## src/rtl/traffic_pkg.sv

```systemverilog
// -----------------------------------------------------------------------------
// traffic_pkg
// Shared constants for the intersection controller and its conflict monitor.
//   - Light codes (2 bits per channel): RED, GREEN, YELLOW; 2'b11 is invalid.
//   - Fault codes (3 bits): FLT_NONE .. FLT_WDOG, lower code = higher priority.
//   - Monitor FSM state encoding: ST_INIT, ST_MONITOR, ST_FAULT.
// -----------------------------------------------------------------------------
package traffic_pkg;

    localparam logic [1:0] RED    = 2'b00;
    localparam logic [1:0] GREEN  = 2'b01;
    localparam logic [1:0] YELLOW = 2'b10;
    localparam logic [1:0] BADCODE = 2'b11;

    localparam logic [2:0] FLT_NONE     = 3'd0;
    localparam logic [2:0] FLT_INVALID  = 3'd1;
    localparam logic [2:0] FLT_CONFLICT = 3'd2;
    localparam logic [2:0] FLT_ILLEGAL  = 3'd3;
    localparam logic [2:0] FLT_SHORT_Y  = 3'd4;
    localparam logic [2:0] FLT_WDOG     = 3'd5;

    localparam logic [1:0] ST_INIT    = 2'd0;
    localparam logic [1:0] ST_MONITOR = 2'd1;
    localparam logic [1:0] ST_FAULT   = 2'd2;

    function automatic logic is_invalid(input logic [1:0] code);
        return code == BADCODE;
    endfunction

endpackage

```

## src/rtl/traffic_transition_check.sv

```systemverilog
// -----------------------------------------------------------------------------
// traffic_transition_check
// Per-channel step check between the previous and the current light code.
// Legal steps: hold, GREEN->YELLOW, YELLOW->RED, RED->GREEN.
//   prev_i    [1:0] light code captured at the previous edge
//   cur_i     [1:0] light code sampled this cycle
//   illegal_o       step is outside the legal set
//   y2r_o           step is YELLOW->RED (caller applies the yellow-length check)
// -----------------------------------------------------------------------------
module traffic_transition_check
    import traffic_pkg::*;
(
    input  logic [1:0] prev_i,
    input  logic [1:0] cur_i,
    output logic       illegal_o,
    output logic       y2r_o
);

    logic legal;

    always_comb begin
        legal = (prev_i == cur_i)
             || ((prev_i == GREEN)  && (cur_i == YELLOW))
             || ((prev_i == YELLOW) && (cur_i == RED))
             || ((prev_i == RED)    && (cur_i == GREEN));
    end

    assign illegal_o = ~legal;
    assign y2r_o     = (prev_i == YELLOW) && (cur_i == RED);

endmodule

```

## src/rtl/traffic_conflict_monitor.sv

```systemverilog
// -----------------------------------------------------------------------------
// traffic_conflict_monitor
// Independent safety monitor on the intersection light outputs. Every cycle the
// {highway,street} sample is checked for invalid codes, conflicting greens,
// illegal steps, short yellows and stuck phases. The first violation latches
// fault/fault_code until clr_fault is pulsed while faulted.
//
// Ports:
//   clk, rst          clock; asynchronous active-high reset
//   highway [1:0]     highway light code
//   street  [1:0]     street light code
//   clr_fault         single-cycle clear of a latched fault (FAULT state only)
//   fault             latched fault flag
//   fault_code [2:0]  code of the first violation (0 = none)
//   dwell [CNT_W-1:0] cycles the current combined state has been held (sat.)
//   fault_count       faults latched since reset (sat.), not cleared by clr_fault
//   state_dbg [1:0]   monitor FSM state (ST_INIT / ST_MONITOR / ST_FAULT)
// -----------------------------------------------------------------------------
module traffic_conflict_monitor
    import traffic_pkg::*;
#(
    parameter int MIN_YELLOW = 1,
    parameter int MAX_PHASE  = 255,
    parameter int CNT_W      = 8
) (
    input  logic             clk,
    input  logic             rst,
    input  logic [1:0]       highway,
    input  logic [1:0]       street,
    input  logic             clr_fault,
    output logic             fault,
    output logic [2:0]       fault_code,
    output logic [CNT_W-1:0] dwell,
    output logic [CNT_W-1:0] fault_count,
    output logic [1:0]       state_dbg
);

    localparam logic [CNT_W-1:0] MIN_Y_C  = CNT_W'(MIN_YELLOW);
    localparam logic [CNT_W-1:0] MAX_PH_C = CNT_W'(MAX_PHASE);
    localparam logic [CNT_W-1:0] CNT_MAX  = {CNT_W{1'b1}};

    logic [1:0]       state_q, state_d;
    logic [3:0]       prev_q, prev_d;
    logic [CNT_W-1:0] dwell_q, dwell_d;
    logic             fault_q, fault_d;
    logic [2:0]       code_q, code_d;
    logic [CNT_W-1:0] count_q, count_d;

    logic [3:0]       cur;
    logic             ill_hw, ill_st, y2r_hw, y2r_st;
    logic             chk_invalid, chk_conflict, chk_illegal, chk_short, chk_wdog;
    logic [2:0]       init_code, mon_code;
    logic [CNT_W-1:0] dwell_step;
    logic [CNT_W-1:0] count_inc;

    assign cur = {highway, street};

    traffic_transition_check u_hw_check (
        .prev_i    (prev_q[3:2]),
        .cur_i     (highway),
        .illegal_o (ill_hw),
        .y2r_o     (y2r_hw)
    );

    traffic_transition_check u_st_check (
        .prev_i    (prev_q[1:0]),
        .cur_i     (street),
        .illegal_o (ill_st),
        .y2r_o     (y2r_st)
    );

    // All checks compare the current sample with the pre-edge prev/dwell.
    always_comb begin
        chk_invalid  = is_invalid(highway) | is_invalid(street);
        chk_conflict = (highway != RED) && (street != RED);
        chk_illegal  = ill_hw | ill_st;
        chk_short    = (y2r_hw | y2r_st) && (dwell_q < MIN_Y_C);
        chk_wdog     = (cur == prev_q) && (dwell_q == MAX_PH_C);
    end

    // Lowest code wins when several checks fire together.
    always_comb begin
        init_code = FLT_NONE;
        if (chk_invalid)       init_code = FLT_INVALID;
        else if (chk_conflict) init_code = FLT_CONFLICT;

        mon_code = init_code;
        if (init_code == FLT_NONE) begin
            if (chk_illegal)    mon_code = FLT_ILLEGAL;
            else if (chk_short) mon_code = FLT_SHORT_Y;
            else if (chk_wdog)  mon_code = FLT_WDOG;
        end
    end

    always_comb begin
        dwell_step = (cur != prev_q) ? CNT_W'(1)
                   : ((dwell_q == CNT_MAX) ? dwell_q : dwell_q + CNT_W'(1));
        count_inc  = (count_q == CNT_MAX) ? count_q : count_q + CNT_W'(1);
    end

    always_comb begin
        state_d = state_q;
        prev_d  = cur;
        dwell_d = dwell_step;
        fault_d = fault_q;
        code_d  = code_q;
        count_d = count_q;
        case (state_q)
            ST_INIT: begin
                // No history yet: dwell restarts regardless of prev.
                dwell_d = CNT_W'(1);
                if (init_code != FLT_NONE) begin
                    state_d = ST_FAULT;
                    fault_d = 1'b1;
                    code_d  = init_code;
                    count_d = count_inc;
                end else begin
                    state_d = ST_MONITOR;
                end
            end
            ST_MONITOR: begin
                if (mon_code != FLT_NONE) begin
                    state_d = ST_FAULT;
                    fault_d = 1'b1;
                    code_d  = mon_code;
                    count_d = count_inc;
                end
            end
            ST_FAULT: begin
                // A violation in the clearing cycle is deliberately ignored;
                // the next sample is re-checked from INIT.
                if (clr_fault) begin
                    state_d = ST_INIT;
                    fault_d = 1'b0;
                    code_d  = FLT_NONE;
                end
            end
            default: begin
                state_d = ST_INIT;
            end
        endcase
    end

    always_ff @(posedge clk or posedge rst) begin
        if (rst) begin
            state_q <= ST_INIT;
            prev_q  <= {RED, RED};
            dwell_q <= '0;
            fault_q <= 1'b0;
            code_q  <= FLT_NONE;
            count_q <= '0;
        end else begin
            state_q <= state_d;
            prev_q  <= prev_d;
            dwell_q <= dwell_d;
            fault_q <= fault_d;
            code_q  <= code_d;
            count_q <= count_d;
        end
    end

    assign fault       = fault_q;
    assign fault_code  = code_q;
    assign dwell       = dwell_q;
    assign fault_count = count_q;
    assign state_dbg   = state_q;

endmodule
```

## config.mk

```make
export PLATFORM = sky130hd
export DESIGN_NAME = traffic_conflict_monitor
export DESIGN_NICKNAME = d
export VERILOG_FILES = /design/src/rtl/traffic_pkg.sv /design/src/rtl/traffic_transition_check.sv /design/src/rtl/traffic_conflict_monitor.sv
export SDC_FILE = /design/constraint.sdc
export NUM_CORES = 1
export LEC_CHECK = 0
export BUFFER_PORTS_ARGS = -buffer_cell sky130_fd_sc_hd__buf_2
export CORE_MARGIN = 2
export CORE_UTILIZATION = 50
export CTS_CLUSTER_SIZE = 25
export DETAILED_ROUTE_END_ITERATION = 10
export GPL_TIMING_DRIVEN = 0
export PLACE_DENSITY = 0.74
export SYNTH_ARGS = -nofsm -noshare
export SYNTH_HDL_FRONTEND = slang
export SYNTH_SLANG_ARGS = --single-unit
```

## constraint.sdc

```tcl
create_clock -name clk -period 2.55 [get_ports clk]
set_clock_uncertainty 0.2 [all_clocks]
set_input_delay 0.1275 -clock clk [delete_from_list [all_inputs] [get_ports clk]]
set_output_delay 0.1275 -clock clk [all_outputs]
set_load 0.01 [all_outputs]
```

=== Yosys cells after proc, flatten, opt, wreduce, memory -nomap -nowiden ===
Index checks and enable logic that the tools add are counted.

* Register bits: 26
* Input port bits: 7
* Output and inout bits: 22
* Logic and storage cells: 91

* $add $sub $neg: 2
* Magnitude comparators: 1
* Equal/unequal tests: 22
* Multiplexer cells: 25
* Bitwise operators: 5
* Reductions and logical operators: 30

{| class="wikitable"
|+ Operators with widths
! operator !! count
|-
| $mux 8 || 6
|-
| $mux 3 || 7
|-
| $add 8x1->8 const B || 2
|-
| $eq 8x8->1 const B || 2
|-
| $pmux 8 s2 || 1
|-
| $eq 2x2->1 const B || 7
|-
| $eq 2x1->1 const B || 5
|-
| $logic_not 2->1 || 5
|-
| $mux 2 || 5
|-
| $logic_and 1x1->1 || 9
|-
| $pmux 3 s3 || 1
|-
| $reduce_bool 3->1 || 3
|-
| $lt 8x1->1 const B || 1
|-
| $logic_or 1x1->1 || 6
|-
| $ne 2x2->1 const B || 3
|-
| $pmux 2 s3 || 1
|-
| $reduce_bool 2->1 || 3
|-
| $eq 2x2->1 || 2
|-
| $eq 4x4->1 || 1
|-
| $ne 4x4->1 || 1
|-
| $reduce_and 4->1 || 1
|-
| $logic_not 3->1 || 1
|-
| $mux 1 || 3
|-
| $ne 3x1->1 const B || 1
|-
| 5 further kinds || 8
|}

=== Depth between registers and ports, before layout ===
Gate-level depths: netlist (run 1).

* Depth after elaboration: 12
* Gate-level depth with buffers: 8
* Mapped depth without buffers: 8

=== By module ===
Synthesis (run 1) repeated with hierarchy kept, for this count alone.

* Cells, all modules: 151
* Area total of the unflattened synthesis: 1569.0 µm²

{| class="wikitable"
|+ Modules (own cells, without submodules)
! module !! instances !! cells each !! area each (µm²) !! seq. area each (µm²)
|-
| traffic_conflict_monitor || 1 || 141 || 1483.9 || 650.6
|-
| traffic_transition_check || 2 || 5 || 42.5 || 0.0
|}

=== Worst setup path after synthesis (run 1) ===
No wires, ideal clock.

* Path kind: flip-flop to flip-flop
* From: register dwell_q[0] (netlist: dwell[0])
* To: register count_q[7] (netlist: fault_count[7])
* Setup time: 0.079 ns
* Data arrival time: 1.915 ns
* Data required time: 2.271 ns
* Slack: 0.355 ns
* Stages on the path, launching flop included: 9
* Path buffers: 1
* Clock period less this slack: 2.195 ns
* Cell sequence: dfrtp_1 -> ha_1 -> nand2_1 -> or3_1 -> buf_6 -> o21ai_4 -> o31ai_4 -> nor3_1 -> xor2_1

* Cells in the longest elaborated chain, start to end: 9
* Elaborated cells on any way between the ends: 11
* Those cells by class: order compare: 1; eq/ne: 2; mux: 4; reduce/logical: 4

{| class="wikitable"
|+ RTL lines
! item !! line !! text
|-
| start, declared || traffic_conflict_monitor.sv:44 || <nowiki>logic [CNT_W-1:0] dwell_q, dwell_d;</nowiki>
|-
| start signal, assigned || traffic_conflict_monitor.sv:155 || <nowiki>dwell_q <= dwell_d;</nowiki>
|-
| branches (longest 3 deep; another with $lt 8x1->1) || - ||
|-
| $mux 3 * || traffic_conflict_monitor.sv:90 || <nowiki>else if (chk_short) mon_code = FLT_SHORT_Y;</nowiki>
|-
| $mux 3 * || traffic_conflict_monitor.sv:89 || <nowiki>if (chk_illegal) mon_code = FLT_ILLEGAL;</nowiki>
|-
| $mux 3 * || traffic_conflict_monitor.sv:88 || <nowiki>if (init_code == FLT_NONE) begin</nowiki>
|-
| $reduce_bool 3->1 * || traffic_conflict_monitor.sv:122 || <nowiki>if (mon_code != FLT_NONE) begin</nowiki>
|-
| $ne 2x2->1 (no source line) * || - ||
|-
| $reduce_and 3->1 (no source line) * || - ||
|-
| end signal, assigned || traffic_conflict_monitor.sv:158 || <nowiki>count_q <= count_d;</nowiki>
|-
| end, declared || traffic_conflict_monitor.sv:47 || <nowiki>logic [CNT_W-1:0] count_q, count_d;</nowiki>
|}

Every way passes the cells marked *.
A chain may end at the register's enable or synchronous reset.

=== Worst setup path in the final report (run 1) ===
* From: input street[0]
* To: register code_q[0] (netlist: fault_code[0])

* Cells in the longest elaborated chain, start to end: 12
* Elaborated cells on any way between the ends: 35
* Those cells by class: eq/ne: 7; mux: 9; bitwise: 4; reduce/logical: 15

{| class="wikitable"
|+ RTL lines
! item !! line !! text
|-
| start, declared || traffic_conflict_monitor.sv:29 || <nowiki>input logic [1:0] street,</nowiki>
|-
| branches (longest 12 deep; another with $reduce_and 4->1) || - ||
|-
| end signal, assigned || traffic_conflict_monitor.sv:157 || <nowiki>code_q <= code_d;</nowiki>
|-
| end, declared || traffic_conflict_monitor.sv:46 || <nowiki>logic [2:0] code_q, code_d;</nowiki>
|}

Parallel ways; which one is timed is not known. The select of a mux whose other input is x is not followed.

==> results of run 1 <==
-- what timing repair did --
item                                    CTS  global route
buffers inserted                          0             0
endpoints found under the hold margin    31             0
gates resized for setup                   0             1
hold buffers                              6             0
endpoints found under the setup margin    0             1
-- metal layers --
metal  vias to the layer above  track usage  routed length, um
met3                         9      0.03712                143
met4                         0       0.1079                 55
met1                       619       0.2431               1365
met2                        40       0.3218               1554
met5                         -            0                  0
li1                        634            -                  -
-- area by class of cell --
class | instances | area, um^2
Tap cell | 33 | 41.29
Sequential cell | 26 | 650.6
Clock buffer | 3 | 22.52
Timing Repair Buffer | 34 | 200.2
Clock inverter | 1 | 30.03
Inverter | 7 | 26.28
Buffer | 6 | 40.04
Multi-Input combinational cell | 120 | 834.6
Fill cell | 269 | 1157
-- metrics by stage --
stage                 util  setup slack, ns
floorplan                -           0.3553
global placement    0.5754           0.2743
detailed placement  0.5754           0.1492
CTS                 0.6129           0.1205
global route        0.6146          0.03247
finish              0.6146           0.1530
-- report_power, final --
part,internal [mW],switching [mW]
sequential,0.519,0.113
clock,0.159,0.135
combinational,0.302,0.368
-- worst max-delay path: stages --
cell and delay [ns]:
dlygate4sd3_1 0.52, buf_2 0.10, buf_2 0.19, nand2b_1 0.14
mux2i_1 0.22, nand4_2 0.24, o31ai_2 0.50, mux2_2 0.39
-- cells in the mapped netlist (4+ instances only) --
cell type  number  area (um^2)
nand2b_1        4        25.02
nand2_1        13        48.80
ha_1            7        87.58
xnor2_1         6        52.55
xor2_1          9        78.83
nand3_1         7        35.03
nand4_1         5        31.28
nor3_1          9        45.04
inv_1           7        26.28
nor2b_1         4        25.02
dfrtp_1        26        650.6
nor2_1         20        75.07
-- final timing paths --
check                      slack (ns)             end     startpoint  depth (start not counted)
max                              0.15   fault_code[0]      street[0]                          8
min                              0.23       prev_q[1]      street[1]                          2
max reg2reg                      0.18  fault_count[5]       dwell[0]                          8
min reg2reg                      0.29   fault_code[2]  fault_code[2]                          2
max in group asynchronous        1.20   fault_code[0]            rst                          3
min in group asynchronous        0.35    state_dbg[0]            rst                          3
-- cell families after synthesis --
family / Yosys count
buf+inv: 13
xor+xnor: 15
flops: 26
mux: 5
compound gates: 22
simple gates: 71
fa+ha+maj: 7
-- registers in the layout, indices dropped and copies added (netlist names) --
name,cells
dwell,8
state_dbg,2
fault,1
fault_count,8
fault_code,3
prev_q,4
==> impl_results.md, run 1 <==
- Outcome: completed
- Post-route minimum period: 2.397 ns
- Fmax achieved: 417.2 MHz
- Commonest cells after routing, fill and taps aside: 30 x buf_2, 26 x dfrtp_1, 20 x nor2_1
- Unrepaired setup endpoints after global routing: no
- Final-report hold violation count: 0
- DRT iter0 DRCs: 46
- Simple-Gate Fraction of Synth Area: 0.2354
- Ys Warns: 0
- Die height: 59.62 um
- Max-Cap Viols: 0
- Die Area: 3554 um^2
- Final Cycle Share: 0.9400
- Port bufs: 28
- Finished Layout Cells: 230
- GRT Total Usage: 0.1966
- Worst hold path type: primary input to flip-flop
- Antenna viol nets, final: 0
- XOR/XNOR Fraction of Synth Area: 0.08495
- Antenna violations before repair: 0
- Rows: 20
- VDD IR-drop max: 0.6138 mV
- Nature of the critical path startpoint: primary input
- Vias in the first global route: 1235
- Vias per cell: 5.661
- Routed Wire Length: 3118 um
- Setup CP Type: primary input to flip-flop
- #FFs+latches synth: 26
- Synth unique cells: 40
- Leakage: 0.8353 nW
- Total negative slack: 0 ns
- Gpl congestion: 0.8013
- CTS Sinks: 26
- Main synth FF type: dfrtp_1
- Most common cell after layout, fill and taps aside: buf_2
- Pre-antenna DRT Iters: 4
- Design Area, Final: 1846 um^2
- Post-Synth Adder-Cell Area: 0.05663
- Core footprint: 3003 um^2
- Crit. End Element: flip-flop
- Diode count: 0
- Cell Area, Placed: 1728 um^2
- Clock buffer depth: 2
- Nets: 212
- Slew Viols, Final: 0
- Slew @ Worst Pin: 0.9991 ns
- Residual DRC: 0
- Pin count of the biggest net entering global routing: 27
- Crit path max fanout: 9
- Num CTS Buffers: 3
- GR Overflow Total: 0
- Worst EP arrival: 2.43 ns
- Post-DP HPWL: 2291 um
- # IOs: 29
- Critical path required time: 2.58 ns
- Hold WS: 0.2263 ns
- Final setup fails: 0
- Starting Density: 0.5150
- Post-synthesis sequential area ratio: 0.4207
- Main combinational cell family by area after synthesis: simple AND/OR/NAND/NOR gates
- Final Power: 1.596 mW
- CTS tree: built
- Vias post-DR: 1302
- Power density cells: 864.8 nW/um^2
- Number of synthesized flops with an enable pin: 0
- Die Wd: 59.62 um
- WL per Instance: 13.56 um
- Clk root buf: clkbuf_4
- DP Cell Count: 220
- Post-synth ARST share: 1.000
- Compound-gate portion of the synthesized area: 0.1254
- Cells after Synth: 159
- H-tree levels: 1
- Synth Area per Inst: 9.726 um^2
- Multiplexer share of the synthesized area: 0.03398
- Share of cells above drive strength 1: 0.2487
- Worst-Skew Late Latency: 0.34 ns
- Synth Net Count: 173
- Worst-path clk slew: 0.16 ns
- Post-Syn Area: 1546 um^2
- Rel. slew slack: 0.3332
- First-pass GRT wire length: 5347 um
- Synth-to-Final Area Change: 19.34%
Note: power is estimated with default switching activity, not from simulation.
==> inputs of run 2 (changes only) <==
--- a/config.mk
+++ b/config.mk
@@ -5,13 +5,13 @@
 export SDC_FILE = /design/constraint.sdc
 export NUM_CORES = 1
 export LEC_CHECK = 0
-export BUFFER_PORTS_ARGS = -buffer_cell sky130_fd_sc_hd__buf_2
+export BUFFER_PORTS_ARGS = -buffer_cell sky130_fd_sc_hd__clkbuf_2
 export CORE_MARGIN = 2
-export CORE_UTILIZATION = 50
+export CORE_UTILIZATION = 54
 export CTS_CLUSTER_SIZE = 25
 export DETAILED_ROUTE_END_ITERATION = 10
 export GPL_TIMING_DRIVEN = 0
-export PLACE_DENSITY = 0.74
+export PLACE_DENSITY = 0.79
 export SYNTH_ARGS = -nofsm -noshare
 export SYNTH_HDL_FRONTEND = slang
 export SYNTH_SLANG_ARGS = --single-unit
==> impl_results.md, run 2 (synthesized netlist as in run 1, its figures left out) <==
- Vias per cell: 5.546 (was 5.661)
- Diode count: 0 (unchanged)
- Starting Density: 0.5657 (was 0.5150)
- Nature of the critical path startpoint: primary input (unchanged)
- DRT iter0 DRCs: 51 (was 46)
- H-tree levels: 1 (unchanged)
- Int Power: 0.8773 mW (was 0.9797 mW)
- Logic gate share of total power: 0.450 (was 0.420)
- Power density cells: 806.9 nW/um^2 (was 864.8 nW/um^2)
- Vias post-DR: 1259 (was 1302)
- Worst reg2reg path startpoint: dwell[0] (unchanged)
- Slew Viols, Final: 0 (unchanged)
- # fillers: 242 (was 269)
- Synth-to-Final Area Change: 17.64% (was 19.34%)
- Post-CTS setup buffers: 0 (unchanged)
- Final-report hold violation count: 0 (unchanged)
- Final Cycle Share: 0.9447 (was 0.9400)
- Antenna violations before repair: 0 (unchanged)
- Clock buffer depth: 2 (unchanged)
- Leakage: 0.8179 nW (was 0.8353 nW)
- Final setup fails: 0 (unchanged)
- Clk root buf: clkbuf_4 (unchanged)
- Rows: 19 (was 20)
- Nets: 212 (unchanged)
- Share of cells above drive strength 1: 0.2449 (was 0.2487)
- Core footprint: 2734 um^2 (was 3003 um^2)
- Hold WS: 0.2635 ns (was 0.2263 ns)
- Slowest CP cell: dlygate4sd3_1 (unchanged)
- Rel. slew slack: 0.3557 (was 0.3332)
- Port bufs: 28 (unchanged)
- Hold_sp: street[0] (was street[1])
- Sw frac: 0.4024 (was 0.3862)
- Origin of the worst setup path: street[1] (was street[0])
- Routed Wire Length: 2925 um (was 3118 um)
- Die Wd: 57.52 um (was 59.62 um)
- Worst-Skew Late Latency: 0.31 ns (was 0.34 ns)
- Slew @ Worst Pin: 0.9654 ns (was 0.9991 ns)
- Worst EP arrival: 2.43 ns (about the same)
- CTS tree: built (unchanged)
- CTS Sinks: 26 (unchanged)
- WL per Instance: 12.89 um (was 13.56 um)
- Setup CP Type: primary input to flip-flop (unchanged)
- Post-route minimum period: 2.409 ns (was 2.397 ns)
- Critical Path Max Stage Delay: 0.53 ns (was 0.52 ns)
- Die height: 57.52 um (was 59.62 um)
- Gpl congestion: 0.8024 (was 0.8013)
- Num CTS Buffers: 3 (unchanged)
- FF/Latch Area: 650.6 um^2 (unchanged)
- First-pass GRT wire length: 5119 um (was 5347 um)
- Fmax achieved: 415.1 MHz (was 417.2 MHz)
- Crit path max fanout: 9 (unchanged)
- Area of the multi-input gates: 840.8 um^2 (was 834.6 um^2)
- Post-DP HPWL: 2250 um (was 2291 um)
- VDD IR-drop max: 0.8007 mV (was 0.6138 mV)
- Critical path required time: 2.57 ns (was 2.58 ns)
- Residual DRC: 0 (unchanged)
- Reg power frac: 0.432 (was 0.396)
- R2R Setup Slk: 0.17 ns (was 0.18 ns)
- Commonest cells after routing, fill and taps aside: 28 x clkbuf_2, 26 x dfrtp_1, 20 x nor2_1 (was 30 x buf_2, 26 x dfrtp_1, 20 x nor2_1)
- Pre-antenna DRT Iters: 4 (unchanged)
- Worst hold path type: primary input to flip-flop (unchanged)
- Antenna viol nets, final: 0 (unchanged)
- Clock Power Share: 0.117 (was 0.184)
- Most common cell after layout, fill and taps aside: clkbuf_2 (was buf_2)
- Worst-path clk slew: 0.13 ns (was 0.16 ns)
- Pin count of the biggest net entering global routing: 27 (unchanged)
- Unrepaired setup endpoints after global routing: no (unchanged)
- Crit. End Element: flip-flop (unchanged)
- GR Overflow Total: 0 (unchanged)
- Cell breakdown of the critical path: dlygate4sd3_1 > clkbuf_2 > buf_2 > a211oi_2 > or3_4 > a211oi_1 > o31ai_4 > mux2_2 (was dlygate4sd3_1 > buf_2 > buf_2 > nand2b_1 > mux2i_1 > nand4_2 > o31ai_2 > mux2_2)
- Outcome: completed (unchanged)
- Switching pwr: 0.5907 mW (was 0.6164 mW)
- Vias in the first global route: 1173 (was 1235)
- Total negative slack: 0 ns (unchanged)
- Die Area: 3308 um^2 (was 3554 um^2)
- # IOs: 29 (unchanged)
- Max-Cap Viols: 0 (unchanged)
- GRT Total Usage: 0.1938 (was 0.1966)
[run 2: cell types whose count changed in the layout (fill, tap and decap cells not counted), sizes merged]
| cell | delta |
|---|---|
| buf | -28 |
| bufinv | -1 |
| clkbuf | +28 |
[run 2: worst max-delay path, delay by kind of cell]
kind	cells	cell delay, ns
AOI/OAI and AO/OA	3	0.74
buffers and inverters	3	0.83
and+or+nand+nor	1	0.42
muxes	1	0.30
[run 2: area by class of cell]
cell class | instances | share of cell area
plain buffers | 6 | 0.02201
clock buffers | 3 | 0.01238
multi-input cells | 120 | 0.4622
well taps | 31 | 0.02132
repair buffers | 34 | 0.1100
flip-flops and latches | 26 | 0.3576
inverters | 7 | 0.01444
[run 2: repair_timing]
action                     CTS  global route
hold endpoints to repair    31             0
gates resized for setup      0             2
hold buffers                 6             0
setup endpoints to repair    0             1
[run 2: power by group through the flow]
stage | Combinational [mW] | Clock [mW] | Sequential [mW]
floorplan | 0.419 | 0 | 0.673
global placement | 0.625 | 0 | 0.632
detailed placement | 0.650 | 0 | 0.643
CTS | 0.660 | 0.179 | 0.635
global route | 0.741 | 0.193 | 0.655
finish | 0.661 | 0.172 | 0.634
[run 2: path summary, 6_finish.rpt]
check                      cells after the start              to
min in group asynchronous                      3       prev_q[1]
setup reg to reg                               8  fault_count[5]
max in group asynchronous                      3       prev_q[0]
hold / removal                                 2       prev_q[0]
hold reg to reg                                2   fault_code[2]
setup / recovery                               8   fault_code[0]
[run 2: layer usage]
layer / wire length, um / GRT usage / vias up
met5: 0 / 0 / -
li1: - / - / 627
met1: 1362 / 0.2518 / 594
met4: 38 / 0.06977 / 0
met3: 98 / 0.02948 / 7
met2: 1426 / 0.3263 / 31
[run 2: per-stage QoR]
| stage | total power [mW] | setup WS, ns | cell area [um^2] | cells | util |
|---|---|---|---|---|---|
| finish | 1.468 | 0.1411 | 1819 | 227 | 0.6654 |
| global route | 1.589 | 0.005652 | 1819 | 227 | 0.6654 |
| CTS | 1.474 | 0.1480 | 1808 | 227 | 0.6613 |
| detailed placement | 1.293 | 0.2042 | 1725 | 218 | 0.6311 |
| global placement | 1.258 | 0.2770 | 1725 | 218 | 0.6311 |
| floorplan | 1.092 | 0.3553 | 1546 | 159 | - |
==> inputs of run 3 (changes only) <==
--- a/config.mk
+++ b/config.mk
@@ -11,7 +11,8 @@
 export CTS_CLUSTER_SIZE = 25
 export DETAILED_ROUTE_END_ITERATION = 10
 export GPL_TIMING_DRIVEN = 0
-export PLACE_DENSITY = 0.79
+export PLACE_DENSITY_LB_ADDON = 0.1
+export SETUP_SLACK_MARGIN = 0.1
 export SYNTH_ARGS = -nofsm -noshare
 export SYNTH_HDL_FRONTEND = slang
 export SYNTH_SLANG_ARGS = --single-unit
==> impl_results.md, run 3 (synthesized netlist as in run 1, its figures left out) <==
- Final WS setup: 0.1711 ns (was 0.1411 ns)
- Synth-to-Final Area Change: 17.80% (was 17.64%)
- Clock buffer depth: 2 (unchanged)
- Total negative slack: 0 ns (unchanged)
- Critical path required time: 2.57 ns (about the same)
- Num CTS Buffers: 3 (unchanged)
- Crit. End Element: flip-flop (unchanged)
- Design Area, Final: 1822 um^2 (was 1819 um^2)
- Final setup fails: 0 (unchanged)
- Cell Area, Placed: 1725 um^2 (unchanged)
- Core footprint: 2734 um^2 (unchanged)
- Antenna violations before repair: 0 (unchanged)
- Worst-path clk slew: 0.14 ns (was 0.13 ns)
- Most common cell after layout, fill and taps aside: clkbuf_2 (unchanged)
- Setup CP Type: primary input to flip-flop (unchanged)
- Final Core Density: 0.6664 (was 0.6654)
- VDD IR-drop max: 0.6598 mV (was 0.8007 mV)
- Nature of the critical path startpoint: primary input (unchanged)
- Crit path buf inv count: 3 (unchanged)
- DR WL met3: 88 um (was 98 um)
- Final-report hold violation count: 0 (unchanged)
- Vias in the first global route: 1194 (was 1173)
- Wl on met1: 1331 um (was 1362 um)
- # IOs: 29 (unchanged)
- Slew Viols, Final: 0 (unchanged)
- DRT iter0 DRCs: 47 (was 51)
- WL per Instance: 12.72 um (was 12.89 um)
- Vias post-DR: 1248 (was 1259)
- Fmax achieved: 420.4 MHz (was 415.1 MHz)
- Rows: 19 (unchanged)
- Diode count: 0 (unchanged)
- Die height: 57.52 um (unchanged)
- Vias per cell: 5.498 (was 5.546)
- GRT Total Usage: 0.1925 (was 0.1938)
- Antenna viol nets, final: 0 (unchanged)
- Die Area: 3308 um^2 (unchanged)
- H-tree levels: 1 (unchanged)
- Unrepaired setup endpoints after global routing: yes (was no)
- Family with the most delay on the worst path: buffers and inverters (unchanged)
- Max-Cap Viols: 0 (unchanged)
- # fillers: 241 (was 242)
- Nets: 212 (unchanged)
- CTS Sinks: 26 (unchanged)
- Port bufs: 28 (unchanged)
- Die Wd: 57.52 um (unchanged)
- Worst EP arrival: 2.40 ns (was 2.43 ns)
- Outcome: completed (unchanged)
- Worst-Skew Late Latency: 0.32 ns (was 0.31 ns)
- First-pass GRT wire length: 5002 um (was 5119 um)
- Share of cells above drive strength 1: 0.2449 (unchanged)
- Post-DP HPWL: 2149 um (was 2250 um)
- Power density cells: 811.6 nW/um^2 (was 806.9 nW/um^2)
- Crit path max fanout: 9 (unchanged)
- Top Layer Used: met4 (unchanged)
- Final Cycle Share: 0.9329 (was 0.9447)
- Pre-CTS setup slack: 0.2359 ns (was 0.2042 ns)
- Slowest CP cell: dlygate4sd3_1 (unchanged)
- Pre-antenna DRT Iters: 4 (unchanged)
- Commonest cells after routing, fill and taps aside: 28 x clkbuf_2, 26 x dfrtp_1, 20 x nor2_1 (unchanged)
- Slew @ Worst Pin: 0.9636 ns (was 0.9654 ns)
- Post-route minimum period: 2.379 ns (was 2.409 ns)
- Routed Wire Length: 2887 um (was 2925 um)
- Clk root buf: clkbuf_4 (unchanged)
- Worst hold path type: primary input to flip-flop (unchanged)
- Rel. slew slack: 0.3569 (was 0.3557)
- Critical Path Max Stage Delay: 0.52 ns (was 0.53 ns)
- Starting Density: 0.5657 (unchanged)
- CTS tree: built (unchanged)
- Leakage: 0.8202 nW (was 0.8179 nW)
- Gpl congestion: 0.7877 (was 0.8024)
- Cell breakdown of the critical path: dlygate4sd3_1 > clkbuf_2 > buf_2 > nand2b_1 > mux2i_1 > nand4_2 > o31ai_4 > mux2_2 (was dlygate4sd3_1 > clkbuf_2 > buf_2 > a211oi_2 > or3_4 > a211oi_1 > o31ai_4 > mux2_2)
- GR Overflow Total: 0 (unchanged)
- Met2 WL post-DR: 1436 um (was 1426 um)
- Pin count of the biggest net entering global routing: 27 (unchanged)
- Residual DRC: 0 (unchanged)
==> run 3: cell counts in the layout (fill, tap and decap cells not counted) <==
Identical to the previous run, type by type.
==> run 3: metrics by stage <==
step           hold slack, ns  std cells  power (mW)
2_1_floorplan        -0.04107        159       1.092
4_1_cts                0.2504        227       1.477
3_3_place_gp          0.04670        218       1.263
6_report               0.2594        227       1.479
5_1_grt                0.2652        227       1.594
3_5_place_dp          0.04932        218       1.295
==> run 3: layer usage <==
layer | track usage | vias to the layer above
met2 | 0.3328 | 19
met1 | 0.2427 | 595
met4 | 0.08306 | 0
met3 | 0.02041 | 4
met5 | 0 | -
li1 | - | 630
==> run 3: area by class of cell <==
class	instances	area, um^2	share of cell area
clock buffer	3	22.52	0.01236
inverter	7	26.28	0.01442
multi-input combinational	120	843.3	0.4629
tap	31	38.79	0.02129
buffer	6	40.04	0.02198
sequential	26	650.6	0.3571
timing repair buffer	34	200.2	0.1099
==> run 3: worst paths after layout <==
path	startpoint	to	slack [ns]	cells after the start
worst max-delay path	street[0]	fault_count[1]	0.17	8
max in group asynchronous	rst	dwell[0]	1.23	3
worst max register to register	dwell[0]	fault_count[5]	0.20	8
min in group asynchronous	rst	prev_q[3]	0.34	3
worst min register to register	fault_code[2]	fault_code[2]	0.29	2
worst min-delay path	highway[0]	prev_q[2]	0.26	2
==> run 3: timing repair <==
item	in CTS	in global routing
buffers inserted	0	0
hold endpoints to repair	31	0
endpoints found under the setup margin	0	6
gates resized for setup	0	2
hold buffers	6	0
==> run 3: where the power goes <==
group	internal, mW	switching (mW)	leakage [nW]
Sequential	0.519	0.116	0.319
Clock	0.0553	0.120	0.0138
Combinational	0.308	0.360	0.487
